[src/rtl/vga_timing_gen.sv]
// vga_timing_gen: parametrised VGA raster engine.
// Divides CLK down to a pixel tick, walks pix_x/pix_y over the full raster,
// and delays sync/blank by PIPE ticks to line up with an external renderer.
module vga_timing_gen #(
    parameter  int H_ACTIVE = 640,
    parameter  int H_FP     = 16,
    parameter  int H_SYNC   = 96,
    parameter  int H_BP     = 48,
    parameter  int V_ACTIVE = 480,
    parameter  int V_FP     = 10,
    parameter  int V_SYNC   = 2,
    parameter  int V_BP     = 33,
    parameter  int CLK_DIV  = 4,
    parameter  int HS_POL   = 0,
    parameter  int VS_POL   = 0,
    parameter  int COLOR_W  = 12,
    parameter  int PIPE     = 2,
    localparam int H_TOTAL  = H_ACTIVE + H_FP + H_SYNC + H_BP,
    localparam int V_TOTAL  = V_ACTIVE + V_FP + V_SYNC + V_BP,
    localparam int HW       = $clog2(H_TOTAL),
    localparam int VW       = $clog2(V_TOTAL)
) (
    input  logic               CLK,
    input  logic               rst,
    input  logic               en,
    input  logic [COLOR_W-1:0] pixel_in,
    output logic [HW-1:0]      pix_x,
    output logic [VW-1:0]      pix_y,
    output logic               pix_tick,
    output logic               line_start,
    output logic               frame_start,
    output logic               video_on,
    output logic               hsync,
    output logic               vsync,
    output logic [COLOR_W-1:0] COLOUR_OUT
);

    localparam int DW       = (CLK_DIV > 1) ? $clog2(CLK_DIV) : 1;
    localparam int HS_START = H_ACTIVE + H_FP;
    localparam int HS_END   = HS_START + H_SYNC;
    localparam int VS_START = V_ACTIVE + V_FP;
    localparam int VS_END   = VS_START + V_SYNC;

    // IDLE: no coordinate issued yet; the first tick loads (0,0) instead of counting.
    typedef enum logic {
        ST_IDLE = 1'b0,
        ST_RUN  = 1'b1
    } state_t;

    state_t             r_state;
    state_t             w_state_nxt;
    logic [DW-1:0]      r_div;
    logic               w_adv;
    logic [HW-1:0]      r_x;
    logic [HW-1:0]      w_x_nxt;
    logic [VW-1:0]      r_y;
    logic [VW-1:0]      w_y_nxt;
    logic               r_tick;
    logic               r_line;
    logic               r_frame;
    logic [PIPE-1:0]    r_act_d;
    logic [PIPE-1:0]    r_hs_d;
    logic [PIPE-1:0]    r_vs_d;
    logic [COLOR_W-1:0] r_col;
    logic               w_act;
    logic               w_hs;
    logic               w_vs;
    logic               w_act_next;

    if (CLK_DIV < 1 || PIPE < 1 || H_FP < 1 || H_SYNC < 1 || H_BP < 1 ||
        V_FP < 1 || V_SYNC < 1 || V_BP < 1) begin : g_param_check
        $error("vga_timing_gen: illegal parameter set");
    end

    assign w_adv = en && (r_div == DW'(CLK_DIV - 1));

    // Pixel-clock divider: counts 0..CLK_DIV-1, held at 0 while disabled
    always_ff @(posedge CLK or posedge rst) begin
        if (rst) begin
            r_div <= '0;
        end else if (!en || w_adv) begin
            r_div <= '0;
        end else begin
            r_div <= r_div + 1'b1;
        end
    end

    // Run-state register
    always_ff @(posedge CLK or posedge rst) begin
        if (rst) begin
            r_state <= ST_IDLE;
        end else begin
            r_state <= w_state_nxt;
        end
    end

    // Run-state next: enter RUN on the first tick, fall back to IDLE when disabled
    always_comb begin
        w_state_nxt = r_state;
        if (!en) begin
            w_state_nxt = ST_IDLE;
        end else if (w_adv) begin
            w_state_nxt = ST_RUN;
        end
    end

    // Next coordinate: (0,0) on the first tick, then raster order with wrap
    always_comb begin
        w_x_nxt = r_x + 1'b1;
        w_y_nxt = r_y;
        if (r_state == ST_IDLE) begin
            w_x_nxt = '0;
            w_y_nxt = '0;
        end else if (r_x == HW'(H_TOTAL - 1)) begin
            w_x_nxt = '0;
            w_y_nxt = (r_y == VW'(V_TOTAL - 1)) ? '0 : r_y + 1'b1;
        end
    end

    // Raw timing flags for the issued coordinate; inactive before the first tick
    always_comb begin
        w_act = 1'b0;
        w_hs  = 1'b0;
        w_vs  = 1'b0;
        if (r_state == ST_RUN) begin
            w_act = (r_x < HW'(H_ACTIVE)) && (r_y < VW'(V_ACTIVE));
            w_hs  = (r_x >= HW'(HS_START)) && (r_x < HW'(HS_END));
            w_vs  = (r_y >= VW'(VS_START)) && (r_y < VW'(VS_END));
        end
    end

    // Active flag about to enter the last pipeline stage gates the colour register
    if (PIPE == 1) begin : g_next_direct
        assign w_act_next = w_act;
    end else begin : g_next_stage
        assign w_act_next = r_act_d[PIPE-2];
    end

    // Coordinate counters and unaligned strobes
    always_ff @(posedge CLK or posedge rst) begin
        if (rst) begin
            r_x     <= '0;
            r_y     <= '0;
            r_tick  <= 1'b0;
            r_line  <= 1'b0;
            r_frame <= 1'b0;
        end else if (!en) begin
            r_x     <= '0;
            r_y     <= '0;
            r_tick  <= 1'b0;
            r_line  <= 1'b0;
            r_frame <= 1'b0;
        end else begin
            r_tick  <= w_adv;
            r_line  <= w_adv && (w_x_nxt == '0);
            r_frame <= w_adv && (w_x_nxt == '0) && (w_y_nxt == '0);
            if (w_adv) begin
                r_x <= w_x_nxt;
                r_y <= w_y_nxt;
            end
        end
    end

    // Alignment pipeline for blank/sync plus blanked colour register
    always_ff @(posedge CLK or posedge rst) begin
        if (rst) begin
            r_act_d <= '0;
            r_hs_d  <= '0;
            r_vs_d  <= '0;
            r_col   <= '0;
        end else if (!en) begin
            r_act_d <= '0;
            r_hs_d  <= '0;
            r_vs_d  <= '0;
            r_col   <= '0;
        end else if (w_adv) begin
            r_act_d <= PIPE'({r_act_d, w_act});
            r_hs_d  <= PIPE'({r_hs_d, w_hs});
            r_vs_d  <= PIPE'({r_vs_d, w_vs});
            r_col   <= w_act_next ? pixel_in : '0;
        end
    end

    assign pix_x       = r_x;
    assign pix_y       = r_y;
    assign pix_tick    = r_tick;
    assign line_start  = r_line;
    assign frame_start = r_frame;
    assign video_on    = r_act_d[PIPE-1];
    assign hsync       = (HS_POL != 0) ? r_hs_d[PIPE-1] : ~r_hs_d[PIPE-1];
    assign vsync       = (VS_POL != 0) ? r_vs_d[PIPE-1] : ~r_vs_d[PIPE-1];
    assign COLOUR_OUT  = r_col;

endmodule
[config.mk]
export PLATFORM = sky130hd
export DESIGN_NAME = vga_timing_gen
export DESIGN_NICKNAME = d
export VERILOG_FILES = /design/src/rtl/vga_timing_gen.sv
export SDC_FILE = /design/constraint.sdc
export NUM_CORES = 1
export LEC_CHECK = 0
export ABC_CLOCK_PERIOD_IN_PS = 3830
export BUFFER_PORTS_ARGS = -buffer_cell sky130_fd_sc_hd__buf_2
export CORE_MARGIN = 10
export CORE_UTILIZATION = 35
export CTS_BUF_LIST = sky130_fd_sc_hd__clkbuf_16
export DETAILED_ROUTE_END_ITERATION = 10
export SYNTH_ARGS = -nofsm -noshare
export SYNTH_HDL_FRONTEND = slang
export SYNTH_SLANG_ARGS = --single-unit
[constraint.sdc]
create_clock -name CLK -period 3.83 [get_ports CLK]
set_clock_uncertainty 0.05 [all_clocks]
set_input_delay 0.1915 -clock CLK [delete_from_list [all_inputs] [get_ports CLK]]
set_output_delay 0.1915 -clock CLK [all_outputs]
set_load 0.01 [all_outputs]
==> metrics.csv, run 1 <==
metric,value,unit
rows,30,
post-route-period-util,72.0,%
relSlewSlack,51.2,%
power.switching,224,µW
p_int,797,µW
cts_tree,yes,
p_comb_share,5.4,%
start_kind,flip-flop,
via_count,2186,
clk_latency,0.29,ns
die_w,104,µm
ys_ff_latch,44,
cts_root_buf,clkbuf_16,
hold_class,in2async,
drc_errors,0,
routedWlPerCell,16.2,µm
fp.coreArea,6870,µm²
grt_pass1_wl,11.4,mm
p_leak,1.32,nW
final_common_cell,buf_2,
drt-total-wl,6.65,mm
crit_arrival,2.90,ns
worstMarginPinSlew,0.731,ns
violations,hold timing,
htree_levels,2,
diodes,0,
clock-sinks,44,
synth_edf_count,0,
final_cell_mix,"buf_2, dfrtp_1, nor2b_1",
clock_path_buffers,2,
end_kind,flip-flop,
swShare,21.9,%
post_drt_via_cell_ratio,5.32,
gr-usage-all-layers,12.2,%
cp.required,3.97,ns
clkPwrFrac,48.2,%
post_cts_buffers,0,
placed_cells,403,
postRouteAntennaNets,0,
status,"complete, but fails checks",
tns,0,ns
grt_pass1_vias,2169,
total_power,1.02,mW
p_seq_share,46.4,%
drv_cap,0,
ys_types,48,
hold_buffers,0,
drt_iter0_drc,161,
synth_nets,294,
gp_congestion,0.855,
dpl.hpwl,4.71,mm
area_delta_synth_final,19.0,%
die_area,10900,µm²
portBuffers,52,
dr.pass1.iters,4,
ys.flop_type,dfrtp_1,
start_util,36.3,%
synthCells,274,
crit_fanout,8,
final_layout_size_suffix_gt1_share,21.3,%
period_needed,2.76,ns
powerDensity,344,nW/µm²
finalHoldViolCount,33,
peakVddDrop,0.000148,V
cts_resized,0,
grt_overflow,0,
die-height,104,µm
rsz0062_at_grt,no,
nets,334,
critical_path_class,reg2reg,
antenna_found_initial,0,
syn-cell-area,2500,µm²
fmax,0.362,GHz
grt_max_degree,45,
synth_area_per_cell,9.11,µm²
async_flop_share,100,%
ys_warn_count,0,
setup_violations,0,
ios,53,
yosysSeqAreaShare,44.1,%
cts_made_buffers,5,
clk_pin_slew,0.06,ns
final_max_slew_viol_count,0,
holdWs,-0.0101,ns
layoutNonFillerInstCount,411,
==> routing by layer <==
layer  wire length [µm]  track usage (%)  up-vias
li1                   -                -     1066
met2               3280             19.7       51
met3                323             3.22        8
met4                 66             3.18        0
met5                  0                0        -
met1               2980             15.7     1061
==> power by group through the flow <==
| stage | Combinational, mW | Sequential, mW | Clock, mW |
|---|---|---|---|
| 2_1_floorplan | 0.0358 | 0.480 | 0 |
| 3_3_place_gp | 0.0566 | 0.482 | 0 |
| 3_5_place_dp | 0.0564 | 0.482 | 0 |
| 4_1_cts | 0.0568 | 0.473 | 0.509 |
| 5_1_grt | 0.0632 | 0.474 | 0.524 |
| 6_report | 0.0550 | 0.473 | 0.493 |
==> kinds of logic after synthesis <==
kind of cell,share of synthesized area [%]
mux,2.91
xor+xnor,1.75
compound gates,17.5
fa+ha+maj,2.51
flops,44.1
simple gates,25.7
buf+inv,5.51
==> area by class of cell <==
type                       count  area [µm²]
clock inverter                 3        47.5
inverter                      12        45.0
tap                           96         120
clock buffer                   5         125
timing repair buffer          54         275
multi-input combinational    197        1260
fill                         703        3900
sequential                    44        1100
==> critical path: stages, from the launching register on <==
cell and delay (ns):
dfrtp_1 0.45, ha_1 0.33, nand4_1 0.30, nor4_1 0.69
mux2_2 0.40, o21ai_0 0.07, nand3_1 0.11, a221oi_2 0.27
==> through the flow <==
step	util (%)	instance area, µm²	setup slack, ns
finish	43.3	2970	1.07
global route	43.3	2970	0.877
CTS	43.3	2970	1.07
detailed placement	40.7	2800	1.09
global placement	40.7	2800	1.28
floorplan	-	2500	1.33
==> worst paths after layout <==
| check | startpoint | to | slack, ns | cells past startpoint |
|---|---|---|---|---|
| max in group asynchronous | rst | pix_x[1] | 3.37 | 3 |
| min in group CLK | pixel_in[3] | COLOUR_OUT[3] | 0.12 | 3 |
| hold / removal | rst | COLOUR_OUT[1] | -0.01 | 3 |
| hold reg to reg | r_div[0] | r_div[0] | 0.39 | 1 |
| setup / recovery | pix_x[1] | frame_start | 1.07 | 7 |
| setup reg to reg | pix_x[1] | frame_start | 1.07 | 7 |
==> flip-flops by register name, summed over array words and instances, names as in the netlist <==
name	count
r_act_d	2
COLOUR_OUT	12
r_vs_d	2
r_div	2
pix_tick	1
line_start	1
frame_start	1
pix_y	10
r_state	1
r_hs_d	2
pix_x	10
==> Yosys cell counts, drive strengths merged, types with 3 or more instances <==
cell / count / area [µm²]
dfrtp: 44 / 1100
nor2b: 25 / 156
nand2: 21 / 78.8
clkbuf: 18 / 68.8
o21ai: 15 / 75.1
nand3: 14 / 70.1
a22oi: 12 / 90.1
inv: 12 / 45.0
nor2: 11 / 41.3
a21oi: 10 / 50.1
nor3: 10 / 50.1
and2: 7 / 43.8
nor4: 7 / 50.1
a21boi: 5 / 37.5
ha: 5 / 62.6
mux2i: 5 / 50.1
nand4: 5 / 31.3
o21a: 5 / 37.5
or3: 5 / 36.3
and3: 4 / 25.0
buf: 3 / 23.8
xor2: 3 / 26.3
No activity file was read; power rests on OpenSTA's default activity.
==> run 2: changes to the inputs <==
Settings changed: ABC_CLOCK_PERIOD_IN_PS 3830 to 2500.
Clock period 3.83 ns to 2.5 ns, I/O delays scaled along.
==> run 2 against run 1 <==
The flow now finishes without violations. Flip-flop and latch count unchanged. Sequential share of layout area down 1.8 points. Setup slack worse by 0.87 ns. Register-to-register slack got worse by 0.87 ns. Die area stayed put. Clock power rose by 53%.
==> metrics.csv, run 2 (same netlist as run 1, synthesis figures left out) <==
metric,value,unit,change
status,"finished, final reports clean",,
crit_arrival,2.46,ns,-0.44 ns
placed_cell_area,2940,µm²,+5.1%
rows,30,,unchanged
dr.pass1.iters,4,,unchanged
tns,0,ns,unchanged
gp_congestion,0.952,,+11%
cts_made_buffers,5,,unchanged
clock-sinks,44,,unchanged
startpoint,pix_x[0],,
post-route-period-util,91.8,%,+20 points
cts_root_buf,clkbuf_16,,
crit_fanout,6,,-2
finalHoldViolCount,0,,-100%
dp_slack,0.243,ns,-0.850 ns
cts_tree,yes,,
worst_r2r_path_depth,8,,+1
ios,53,,unchanged
placed_cells,422,,+4.7%
die-height,104,µm,unchanged
cp-endpoint,pix_y[4],,
final_common_cell,buf_2,,
largest_reg_flops,12,,unchanged
fp.coreArea,6870,µm²,unchanged
fmax,0.436,GHz,+20%
area_delta_synth_final,25.3,%,
gr-usage-all-layers,12.8,%,+0.55 points
drt-total-wl,6.87,mm,+3.4%
htree_levels,2,,unchanged
drt_iter0_drc,179,,+11%
grt_overflow,0,,unchanged
drv_cap,0,,unchanged
p_leak,1.42,nW,+7.7%
diodes,0,,unchanged
die_area,10900,µm²,unchanged
r2r-start,pix_x[0],,
final_layout_size_suffix_gt1_share,26.0,%,+4.7 points
min-delay-start,pixel_in[3],,
powerDensity,502,nW/µm²,+46%
cp.required,2.67,ns,-1.30 ns
dpl.hpwl,5.08,mm,+8.0%
holdWs,0.0581,ns,+0.0681 ns
post_cts_buffers,0,,unchanged
setup_violations,0,,unchanged
start_kind,flip-flop,,
post_drt_via_cell_ratio,5.18,,-2.6%
relSlewSlack,60.6,%,+9.4 points
rsz0062_at_grt,no,,
total_power,1.57,mW,+54%
drc_errors,0,,unchanged
seq_area,1100,µm²,unchanged
clock_path_buffers,2,,unchanged
final_cell_mix,"buf_2, dfrtp_1, nor2b_1",,
peakVddDrop,0.000323,V,+120%
start_util,36.3,%,unchanged
setup_ws,0.205,ns,-0.866 ns
end_kind,flip-flop,,
portBuffers,52,,unchanged
via_count,2233,,+2.2%
layoutNonFillerInstCount,431,,+4.9%
routedWlPerCell,15.9,µm,-1.4%
grt_max_degree,45,,unchanged
hold_class,in2reg,,
period_needed,2.29,ns,-0.464 ns
die_w,104,µm,unchanged
multi_input_area,1260,µm²,+0.20%
r2r-end,pix_y[4],,
clk_latency,0.29,ns,about the same
finalInstanceArea,3130,µm²,+5.2%
grt_pass1_wl,11.7,mm,+2.7%
grt_pass1_vias,2306,,+6.3%
postRouteAntennaNets,0,,unchanged
nets,354,,+6.0%
clk_pin_slew,0.06,ns,about the same
final_util,45.5,%,+2.3 points
antenna_found_initial,0,,unchanged
nFillCells,691,,-1.7%
final_max_slew_viol_count,0,,unchanged
critical_path_class,reg2reg,,
worstMarginPinSlew,0.590,ns,-0.141 ns
r2r_slack,0.21,ns,-0.87 ns
## run 2: cell count changes in the layout (fill, tap and decap cells not counted)
cell	change
ha_1	-1
dlygate4sd3_1	+1
buf_4	+19
ha_2	+1
## run 2: routing by layer
metal  up-vias  routed length [µm]  GRT usage, %
li1       1094                   -             -
met1      1066                3110          16.3
met2        64                3300          20.8
met3         9                 350          2.97
met4         0                 104          3.98
met5         -                   0             0
## run 2: how the worst min path moves through the flow
stage          cells after the start        endpoint
2_1_floorplan                      1        pix_y[5]
3_3_place_gp                       3        pix_y[9]
3_5_place_dp                       3  COLOUR_OUT[11]
4_1_cts                            3   COLOUR_OUT[3]
5_1_grt                            3  COLOUR_OUT[11]
6_report                           3   COLOUR_OUT[3]
## run 2: timing repair
| action | CTS | global route |
|---|---|---|
| gates resized for setup | 0 | 1 |
| hold endpoints to repair | 44 | 0 |
| setup endpoints to repair | 0 | 1 |
| hold buffers | 1 | 0 |
## run 2: worst max-delay path: stages (launching register included)
cell      delay (ns)
dfrtp_1         0.42
ha_1            0.23
nand4_1         0.17
nor3_1          0.07
buf_4           0.16
a21oi_1         0.31
nand2_1         0.17
or4_1           0.50
a21boi_1        0.15
## run 2: cell type report
type / instances / area share, %
Inverter: 12 / 1.44
Sequential cell: 44 / 35.2
Multi-Input combinational cell: 197 / 40.3
Timing Repair Buffer: 74 / 13.7
Tap cell: 96 / 3.84
Clock inverter: 3 / 1.52
Clock buffer: 5 / 4.00
## run 2: where the power goes
group / internal, mW / leakage (nW) / total (mW) / switching, mW
combinational: 0.0323 / 0.723 / 0.0942 / 0.0619
sequential: 0.719 / 0.612 / 0.722 / 0.00289
clock: 0.475 / 0.0840 / 0.754 / 0.280
total: 1.23 / 1.42 / 1.57 / 0.345
==> run 3: changes to the inputs <==
Settings changed: CELL_PAD_IN_SITES_DETAIL_PLACEMENT set to 1, CELL_PAD_IN_SITES_GLOBAL_PLACEMENT set to 1, PLACE_DENSITY_LB_ADDON set to 0.1.
==> run 3 against run 2 <==
The run now ends with hold timing left. Wire length is 18% higher. Hold slack worse by 0.061 ns. Combinational power rose by 2.3%. Setup slack worse by 0.047 ns. Register-to-register slack worse by 0.05 ns. Count of clock-buffer cells in the layout unchanged. First-iteration DRC count down 45%. Clock power increased by 3.3%. Sequential share of layout area is 0.27 points lower. Cell area increased by 0.76%. Critical path type unchanged.
==> metrics.csv, run 3 (same netlist as run 1, synthesis figures left out) <==
metric,value,unit,change
postRouteAntennaNets,0,,unchanged
tns,0,ns,unchanged
violations,hold timing,,
finalHoldViolCount,4,,+4
worstMarginPinSlew,0.952,ns,+0.362 ns
post_drt_via_cell_ratio,5.42,,+4.6%
final_common_cell,buf_2,,
nets,356,,+0.56%
routedWlPerCell,18.7,µm,+17%
p_comb_share,6.0,%,about the same
start_kind,flip-flop,,
clk_latency,0.29,ns,about the same
clk_pin_slew,0.07,ns,about the same
powerDensity,507,nW/µm²,+0.91%
drt-total-wl,8.09,mm,+18%
drc_errors,0,,unchanged
placed_cells,424,,+0.47%
post-route-period-util,93.7,%,+1.9 points
grt_pass1_wl,13.4,mm,+15%
layoutNonFillerInstCount,433,,+0.46%
swShare,23.2,%,+1.3 points
drt_iter0_drc,99,,-45%
p_leak,1.43,nW,+1.0%
fmax,0.427,GHz,-2.0%
end_kind,flip-flop,,
crit_arrival,2.49,ns,+0.03 ns
final_layout_size_suffix_gt1_share,27.3,%,+1.3 points
gr-usage-all-layers,14.9,%,+2.1 points
gp_congestion,0.835,,-12%
final_cell_mix,"buf_2, dfrtp_1, nor2b_1",,
ios,53,,unchanged
power.switching,371,µW,+7.5%
cts_root_buf,clkbuf_16,,
cts_tree,yes,,
relSlewSlack,36.4,%,-24 points
crit_fanout,6,,unchanged
peakVddDrop,0.000266,V,-18%
drv_cap,0,,unchanged
p_seq_share,45.2,%,-0.8 points
critical_path_class,reg2reg,,
holdWs,-0.00320,ns,-0.0613 ns
p_int,1.23,mW,about the same
status,"complete, but fails checks",,
largest_reg_flops,12,,unchanged
rows,30,,unchanged
dpl.hpwl,5.82,mm,+15%
start_util,36.3,%,unchanged
clock-sinks,44,,unchanged
grt_pass1_vias,2541,,+10%
cp.required,2.65,ns,-0.02 ns
setup_violations,0,,unchanged
htree_levels,2,,unchanged
die_w,104,µm,unchanged
rsz0062_at_grt,no,,
area_delta_synth_final,26.2,%,
total_power,1.60,mW,+1.7%
final_max_slew_viol_count,0,,unchanged
diodes,0,,unchanged
period_needed,2.34,ns,+0.0471 ns
clkPwrFrac,48.8,%,+0.8 points
die-height,104,µm,unchanged
hold_class,in2async,,
cts_made_buffers,5,,unchanged
portBuffers,52,,unchanged
grt_max_degree,45,,unchanged
clock_path_buffers,2,,unchanged
grt_overflow,0,,unchanged
via_count,2346,,+5.1%
dr.pass1.iters,4,,unchanged
die_area,10900,µm²,unchanged
fp.coreArea,6870,µm²,unchanged
antenna_found_initial,0,,unchanged
[run 3: stage by stage]
step                setup slack [ns]  util, %  area, µm²
floorplan                    0.00334        -       2500
global route                  0.0272     45.9       3150
global placement              0.0278     43.0       2960
CTS                           0.0519     45.5       3130
finish                         0.158     45.9       3150
detailed placement            0.0697     43.0       2960
[run 3: final cells by class]
type | count | area, µm²
Fill cell | 811 | 3720
Multi-Input combinational cell | 197 | 1270
Sequential cell | 44 | 1100
Timing Repair Buffer | 76 | 440
Clock buffer | 5 | 125
Tap cell | 96 | 120
Clock inverter | 3 | 46.3
Inverter | 12 | 45.0
[run 3: critical path, cell delays in order, from the launching register on]
cell and delay [ns]:
dfrtp_1 0.48, ha_1 0.29, nand3_1 0.17, nor4_1 0.24
buf_4 0.19, mux2_2 0.33, o21ai_0 0.08, nand3_1 0.14
a221oi_2 0.29
[run 3: what timing repair did]
action	4_1_cts	5_1_grt
setup endpoints to repair	0	2
hold endpoints to repair	0	0
resized for setup	0	3
hold buffers	0	0
setup buffers	0	1
[run 3: path summary, 6_finish.rpt]
| path | startpoint | to | slack (ns) | depth (start not counted) |
|---|---|---|---|---|
| min in group CLK | pixel_in[11] | COLOUR_OUT[11] | 0.04 | 3 |
| min reg2reg | r_div[0] | r_div[0] | 0.40 | 1 |
| max | pix_y[0] | frame_start | 0.16 | 8 |
| max in group asynchronous | rst | COLOUR_OUT[0] | 1.81 | 2 |
| min | rst | pix_y[2] | -0.003 | 2 |
| max reg2reg | pix_y[0] | frame_start | 0.16 | 8 |
[run 3: metal layers]
layer,track usage [%],wire [µm],vias to the layer above
met5,0,0,-
met3,4.21,551,15
li1,-,-,1102
met2,24.2,3840,71
met4,5.17,148,0
met1,18.4,3550,1158
[run 3: power groups by stage]
stage	Clock (mW)	Combinational, mW	Sequential, mW
6_report	0.779	0.0964	0.721
5_1_grt	0.809	0.110	0.722
4_1_cts	0.788	0.0994	0.721
3_5_place_dp	0	0.0988	0.735
3_3_place_gp	0	0.0986	0.735
2_1_floorplan	0	0.0548	0.735
